==> src/rtl/ball_ctrl.sv <==
// Bouncing-ball position controller: advances the ball centre once per frame tick,
// reflecting off the visible-area walls. Optional gravity mode: define BALL_GRAVITY_EN.
module ball_ctrl #(
  parameter int H_ACTIVE = 640,
  parameter int V_ACTIVE = 480,
  parameter int RADIUS   = 50,
  parameter int INIT_X   = 320,
  parameter int INIT_Y   = 240
) (
  input  logic        clk,
  input  logic        reset,
  input  logic        frame_tick,
  input  logic        start,
  input  logic        stop,
  input  logic        pause,
  input  logic [3:0]  speed,
  output logic [10:0] ball_x,
  output logic [10:0] ball_y,
  output logic        bounce,
  output logic        busy,
  output logic [1:0]  state_o
);

  typedef enum logic [1:0] {IDLE = 2'd0, RUN = 2'd1, UPD_X = 2'd2, UPD_Y = 2'd3} state_t;

  localparam logic [10:0] X_LIM = 11'(H_ACTIVE - 1 - RADIUS);
  localparam logic [10:0] Y_LIM = 11'(V_ACTIVE - 1 - RADIUS);
  localparam logic [10:0] R_LO  = 11'(RADIUS);

  state_t      state_q, state_d;
  logic [10:0] x_q, x_d, y_q, y_d;
  logic        dir_x_q, dir_x_d, dir_y_q, dir_y_d;  // 1 = moving toward smaller coordinates
  logic [3:0]  spd_q, spd_d;
  logic        bx_q, bx_d;
  logic        bounce_q, bounce_d;
  logic signed [11:0] nx, ny;

`ifdef BALL_GRAVITY_EN
  logic signed [5:0] vy_q, vy_d, vy_inc;
`endif

  always_comb begin
    nx = dir_x_q ? $signed({1'b0, x_q}) - $signed({8'b0, spd_q})
                 : $signed({1'b0, x_q}) + $signed({8'b0, spd_q});
`ifdef BALL_GRAVITY_EN
    vy_inc = (vy_q >= 6'sd15) ? 6'sd15 : vy_q + 6'sd1;
    ny     = $signed({1'b0, y_q}) + {{6{vy_inc[5]}}, vy_inc};
`else
    ny = dir_y_q ? $signed({1'b0, y_q}) - $signed({8'b0, spd_q})
                 : $signed({1'b0, y_q}) + $signed({8'b0, spd_q});
`endif
  end

  always_comb begin
    state_d  = state_q;
    x_d      = x_q;
    y_d      = y_q;
    dir_x_d  = dir_x_q;
    dir_y_d  = dir_y_q;
    spd_d    = spd_q;
    bx_d     = bx_q;
    bounce_d = 1'b0;
`ifdef BALL_GRAVITY_EN
    vy_d     = vy_q;
`endif
    case (state_q)
      IDLE: if (start) state_d = RUN;
      RUN: begin
        if (stop) begin
          state_d = IDLE;
        end else if (frame_tick && !pause) begin
          state_d = UPD_X;
          spd_d   = speed;
        end
      end
      UPD_X: begin
        state_d = UPD_Y;
        bx_d    = 1'b0;
        // A zero step leaves the ball where it is, even when it rests on a wall.
        if (spd_q != 4'd0) begin
          if (nx <= $signed({1'b0, R_LO})) begin
            x_d = R_LO; dir_x_d = 1'b0; bx_d = 1'b1;
          end else if (nx >= $signed({1'b0, X_LIM})) begin
            x_d = X_LIM; dir_x_d = 1'b1; bx_d = 1'b1;
          end else begin
            x_d = nx[10:0];
          end
        end
      end
      UPD_Y: begin
        state_d  = RUN;
        bounce_d = bx_q;
`ifdef BALL_GRAVITY_EN
        // Vertical motion follows the velocity register, independent of speed.
        vy_d = vy_inc;
        if (ny <= $signed({1'b0, R_LO})) begin
          y_d = R_LO; vy_d = 6'sd0; bounce_d = 1'b1;
        end else if (ny >= $signed({1'b0, Y_LIM})) begin
          y_d = Y_LIM; vy_d = -vy_inc; bounce_d = 1'b1;
        end else begin
          y_d = ny[10:0];
        end
`else
        if (spd_q != 4'd0) begin
          if (ny <= $signed({1'b0, R_LO})) begin
            y_d = R_LO; dir_y_d = 1'b0; bounce_d = 1'b1;
          end else if (ny >= $signed({1'b0, Y_LIM})) begin
            y_d = Y_LIM; dir_y_d = 1'b1; bounce_d = 1'b1;
          end else begin
            y_d = ny[10:0];
          end
        end
`endif
      end
      default: state_d = IDLE;
    endcase
  end

  always_ff @(posedge clk) begin
    if (reset) begin
      state_q  <= IDLE;
      x_q      <= 11'(INIT_X);
      y_q      <= 11'(INIT_Y);
      dir_x_q  <= 1'b0;
      dir_y_q  <= 1'b0;
      spd_q    <= 4'd0;
      bx_q     <= 1'b0;
      bounce_q <= 1'b0;
`ifdef BALL_GRAVITY_EN
      vy_q     <= 6'sd0;
`endif
    end else begin
      state_q  <= state_d;
      x_q      <= x_d;
      y_q      <= y_d;
      dir_x_q  <= dir_x_d;
      dir_y_q  <= dir_y_d;
      spd_q    <= spd_d;
      bx_q     <= bx_d;
      bounce_q <= bounce_d;
`ifdef BALL_GRAVITY_EN
      vy_q     <= vy_d;
`endif
    end
  end

  assign ball_x  = x_q;
  assign ball_y  = y_q;
  assign bounce  = bounce_q;
  assign busy    = (state_q == UPD_X) || (state_q == UPD_Y);
  assign state_o = state_q;

endmodule

==> config.mk <==
export PLATFORM = sky130hd
export DESIGN_NAME = ball_ctrl
export DESIGN_NICKNAME = d
export VERILOG_FILES = /design/src/rtl/ball_ctrl.sv
export SDC_FILE = /design/constraint.sdc
export NUM_CORES = 1
export LEC_CHECK = 0
export ABC_CLOCK_PERIOD_IN_PS = 3310
export CAP_MARGIN = 10
export CORE_MARGIN = 2
export CORE_UTILIZATION = 30
export DETAILED_ROUTE_END_ITERATION = 8
export PLACE_DENSITY = 0.56
export REMOVE_ABC_BUFFERS = 1
export SLEW_MARGIN = 30
export SYNTH_ARGS = -nofsm -noshare
export SYNTH_HDL_FRONTEND = slang
export SYNTH_SLANG_ARGS = --single-unit
==> constraint.sdc <==
create_clock -name clk -period 3.31 [get_ports clk]
set_input_delay 0.331 -clock clk [delete_from_list [all_inputs] [get_ports clk]]
set_output_delay 0.331 -clock clk [all_outputs]
set_load 0.005 [all_outputs]
---- After elaboration in Yosys (flattened, before gate mapping) ----
Index checks and enable logic that the tools add are counted.
operators by class
  $add $sub $neg .......................... 4
  reductions and logical operators ........ 14
  multiplexer cells ....................... 20
  order comparisons ....................... 4
  bitwise operators ....................... 2
  equal/unequal tests ..................... 5
operators with widths
  kind                    count
  $mux W11                4
  $add A11 B4 Y12         2
  $le A12 B7 Y1 const B   2
  $mux W12                2
  $sub A11 B4 Y12         2
  $ge A12 B10 Y1 const B  1
  $ge A12 B11 Y1 const B  1
  $mux W1                 10
  $reduce_and A3 Y1       3
  $pmux W2 S4             1
  $mux W2                 3
  $reduce_and A2 Y1       3
  $eq A2 B2 Y1 const B    2
  $reduce_bool A2 Y1      2
  $reduce_bool A4 Y1      1
  $ne A3 B3 Y1 const B    1
  $eq A2 B1 Y1 const B    1
  $logic_not A2 Y1        1
  $ne A2 B2 Y1 const B    1
  $not A1 Y1              2
  $reduce_or A2 Y1        1
  $logic_and A1 B1 Y1     1
  $logic_not A1 Y1        1
  $logic_or A1 B1 Y1      1
storage, ports and cells
  output and inout port bits .............. 26
  logic and storage cells ................. 57
  bits in registers ....................... 32

---- Logic depth before layout (Yosys ltp) ----
  depth after elaboration ................. 6
  mapped depth ............................ 14
  depth with buffers taken out ............ 13

---- Least setup slack after synthesis ----
Ideal clock, no wire load.
  path type ............................... register -> register
  start ................................... register spd_q[0]
  end ..................................... register y_q[5], in the netlist ball_y[5]
  data arrival time ....................... 3,180 ps
  period minus slack after synthesis ...... 3,307 ps
  path buffers ............................ 0
  slack ................................... 3 ps
  cell stages (with the launch flop) ...... 13
  cells stage by stage .................... dfxtp_1 -> inv_1 -> ha_1 -> mux2_2 -> fa_1 -> and2b_1 -> o2111ai_1 -> and2_4 -> o21ai_0 -> a311oi_4 -> a221oi_2 -> nor4b_1 -> o21ai_1
on the way
  word-level cells in the longest chain between the ends .. 5
ends and longest elaborated chain
  what                                                line    RTL
  from (decl)                                         33      logic [3:0] spd_q, spd_d;
  from (signal assigned)                              138     spd_q <= spd_d;
  $add A11 B4 Y12 or $sub A11 B4 Y12 (tied branches)  50, 49
  $mux W12                                            49      ny = dir_y_q ? $signed({1'b0, y_q}) - $signed({8'b0, spd_q})
  $ge A12 B10 Y1                                      107     end else if (ny >= $signed({1'b0, Y_LIM})) begin
  $mux W11                                            107
  $mux W11                                            105     if (ny <= $signed({1'b0, R_LO})) begin
  to (signal assigned)                                123     y_q <= 11'(INIT_Y);
  to (signal assigned)                                135     y_q <= y_d;
  to (decl)                                           31      logic [10:0] x_q, x_d, y_q, y_d;
Parallel ways exist; a longest one is shown, timed or not.
A chain may end at the register's enable or synchronous reset.

---- Worst setup path after layout ----
  start ................................... register spd_q[1]
  end ..................................... register x_q[1], in the netlist ball_x[1]
on the way
  word-level cells in the longest chain between the ends .. 5
ends and longest elaborated chain
  what                                                line    RTL
  $add A11 B4 Y12 or $sub A11 B4 Y12 (tied branches)  44, 43
  $mux W12                                            43      nx = dir_x_q ? $signed({1'b0, x_q}) - $signed({8'b0, spd_q})
  $ge A12 B11 Y1                                      83      end else if (nx >= $signed({1'b0, X_LIM})) begin
  $mux W11                                            83
  $mux W11                                            81      if (nx <= $signed({1'b0, R_LO})) begin
  to (signal assigned)                                122     x_q <= 11'(INIT_X);
  to (decl)                                           31
Parallel ways exist; a longest one is shown, timed or not.

==> reports/qor.yml <==
outcome: "completed"
power_leakage_nw: 1.53
slew_viol_final: 0
maxUsedRoutingLayer: "met4"
rsz0062_at_grt: "yes"
clkTransAtPathRegs_ps: 80
die_h_um: 102
pwr-share-clk_pct: 25.9
hold_start: "bx_q"
numCtsBuffers: 5
drt_iter0_markers: 101
setup_viol: 0
ys_warn_count: 0
crit_path_max_fanout: 5
start_util_pct: 30.9
p_per_area_nw_per_um2: 331
avgSynthCellArea_sq_um: 8.15
netlist_area_sq_um: 2860
synth_top_cell_area_share_pct: 22.4
utilization_pct: 42.8
place_hpwl_um: 6260
syn2layout_area_growth_pct: 38.4
path_cells: "buf_6 -> nor3_4 -> ha_1 -> mux2i_1 -> ha_2 -> buf_4 -> o21ai_2 -> o211ai_1 -> a21oi_2 -> xnor2_1 -> nor2_2 -> a21oi_2 -> buf_4 -> o31ai_1 -> o211a_1"
drc: 0
cts_root_buffer: "clkbuf_8"
worstSetupEndpointType: "flop"
ir_worst_vdd_v: 0.000161
rows: 35
wl_met2_um: 3950
diodes: 0
netlist_top_cells_area: "dfxtp_1 22%, ha_1 13%, a21oi_1 4.7%"
die_w_um: 102
coreArea_sq_um: 9240
crit_required_ps: 3540
grt-ovfl-total: 0
worstSkewPairLatency_ps: 290
ys_top_cells_by_count: "32 x dfxtp_1, 31 x nor2_1, 29 x ha_1"
dieArea_sq_um: 10300
hold_violations: 0
hold_depth: 2
synthArstFlopShare_pct: 0
yosysTopAreaCell: "dfxtp_1"
pwr-share-seq_pct: 30.1
dp_slack_ps: -37.3
grt_start_max_net_pins: 16
power_switching_uw: 471
ant_nets: 0
nNetsFinal: 468
crit_type: "reg -> reg"
timing.rr.start: "spd_q[1]"
p_int_uw: 839
dpl.cell_count: 547
switching_share_pct: 36.0
vias: 2885
synthCells: 351
fmax_mhz: 314
viasPerCell: 5.19
wl_per_cell_um: 14.7
grt_usage_pct: 16.1
setup_ws_ps: 126
period_share_pct: 96.2
drt-pass1-iter-count: 6
synth.distinct_cells: 73
first_global_vias: 2783
gp_congestion: 0.853
io_buffers: 35
yosysMostFrequentCell: "dfxtp_1"
hold_path_class: "reg -> reg"
clock_sinks: 32
ys_ff_latch: 32
synth-seq-area-share_pct: 22.4
dr_wl_met3_um: 208
cts_tree: "done"
io_pins: 36
crit_path_max_incr_delay_ps: 330
max_cap_violations: 0
combPwrFrac_pct: 44.0
cts.path.max_buffers: 2
startpoint_type: "flop"
layout_min_cycle_time_ps: 3180
final_cell_count_no_fill: 556
grt_pass1_wl_um: 13200
crit_arrival_ps: 3410
synth-edff-count: 0
htreeDepth: 2
met1_length_um: 3920
reg2reg_depth: 15
antenna_found_initial: 0
relSlewSlack_pct: 51.3
skew_ps: 8.77
tightest_slew_ps: 730
critPathSlowestCell: "dfxtp_2"
ys.flop_type: "dfxtp_1"
drt-total-wl_um: 8180
startpoint: "spd_q[1]"
drive_gt1_share_pct: 26.5
through the flow:
step	TNS [ps]	hold slack, ps	power, mW	instance area (sq um)
after floorplan	0	400	0.741	2830
after global placement	-15.9	492	0.923	3630
after detailed placement	-37.3	491	0.922	3630
after CTS	0	503	1.27	3750
after global routing	-53.5	535	1.39	3960
final	0	496	1.31	3960
worst paths after layout:
check              endpoint  slack [ps]
setup reg to reg  ball_x[1]         130
hold reg to reg        bx_q         500
hold / removal         bx_q         500
setup / recovery  ball_x[1]         130
power by group through the flow:
stage	Clock (mW)	Combinational (mW)	Sequential, mW
after global placement	0	0.520	0.402
after CTS	0.348	0.526	0.394
after detailed placement	0	0.520	0.402
after global routing	0.363	0.634	0.395
final	0.339	0.577	0.394
after floorplan	0	0.339	0.402
cell families (layout without fill, tap and decap cells):
| logic type | after synthesis | in the layout | synth area share (%) |
|---|---|---|---|
| and+or+nand+nor | 120 | 120 | 21.9 |
| adders and majority gates | 31 | 31 | 14.1 |
| AOI/OAI and AO/OA | 115 | 115 | 29.8 |
| DFF | 32 | 32 | 22.4 |
| buffers and inverters | 31 | 107 | 4.29 |
| xor gates and xnor gates | 13 | 13 | 4.25 |
| muxes | 9 | 9 | 3.24 |
cell type report:
class / count / area (sq um)
multi-input combinational: 288 / 2290
clock buffer: 7 / 96.3
tap: 129 / 161
timing repair buffer: 76 / 669
sequential: 32 / 644
inverter: 24 / 90.1
fill: 916 / 5280
per-layer routing:
metal	vias to the layer above	GRT usage, %
met5	-	0
met2	44	27.2
met4	0	3.53
met1	1368	21.5
li1	1465	-
met3	8	2.48
critical path, delay by kind of cell, from the launching register on:
kind / cells / cell delay, ps
AO/OA/AOI/OAI: 6 / 1150
adder cells (fa/ha/maj): 2 / 570
buffers and inverters: 3 / 420
AND/OR/NAND/NOR: 2 / 390
flip-flops: 1 / 330
multiplexers: 1 / 170
XOR/XNOR: 1 / 100
registers in the layout, indices dropped and copies added (netlist names):
| name | flops |
|---|---|
| ball_x | 11 |
| ball_y | 11 |
| dir_y_q | 1 |
| spd_q | 4 |
| bx_q | 1 |
| state_o | 2 |
| bounce | 1 |
| dir_x_q | 1 |
timing repair:
item,4_1_cts,5_1_grt
setup buffers,1,2
hold buffers,0,0
setup endpoints to repair,4,19
resized for setup,4,44
pin swaps,2,18
cells in the final DEF, fill, tap and decap left out, types with 4 or more instances in the layout:
| master | netlist | routed |
|---|---|---|
| nor2_1 | 31 | 29 |
| clkbuf_8 | 0 | 7 |
| o211ai_1 | 7 | 7 |
| dfxtp_1 | 32 | 29 |
| xnor2_1 | 9 | 8 |
| nand2b_1 | 6 | 6 |
| mux2i_1 | 7 | 5 |
| a31oi_1 | 6 | 4 |
| a21oi_1 | 27 | 23 |
| buf_4 | 0 | 38 |
| inv_1 | 24 | 22 |
| o21ai_0 | 17 | 15 |
| ha_2 | 0 | 4 |
| nand2_1 | 22 | 22 |
| or2_2 | 6 | 6 |
| o21ai_1 | 4 | 4 |
| and3_1 | 7 | 7 |
| nor3_1 | 11 | 9 |
| clkdlybuf4s50_1 | 0 | 35 |
| nand3_1 | 7 | 7 |
| o21a_1 | 6 | 6 |
| ha_1 | 29 | 23 |
| a21oi_2 | 3 | 7 |
(Power assumes the default switching activity.)
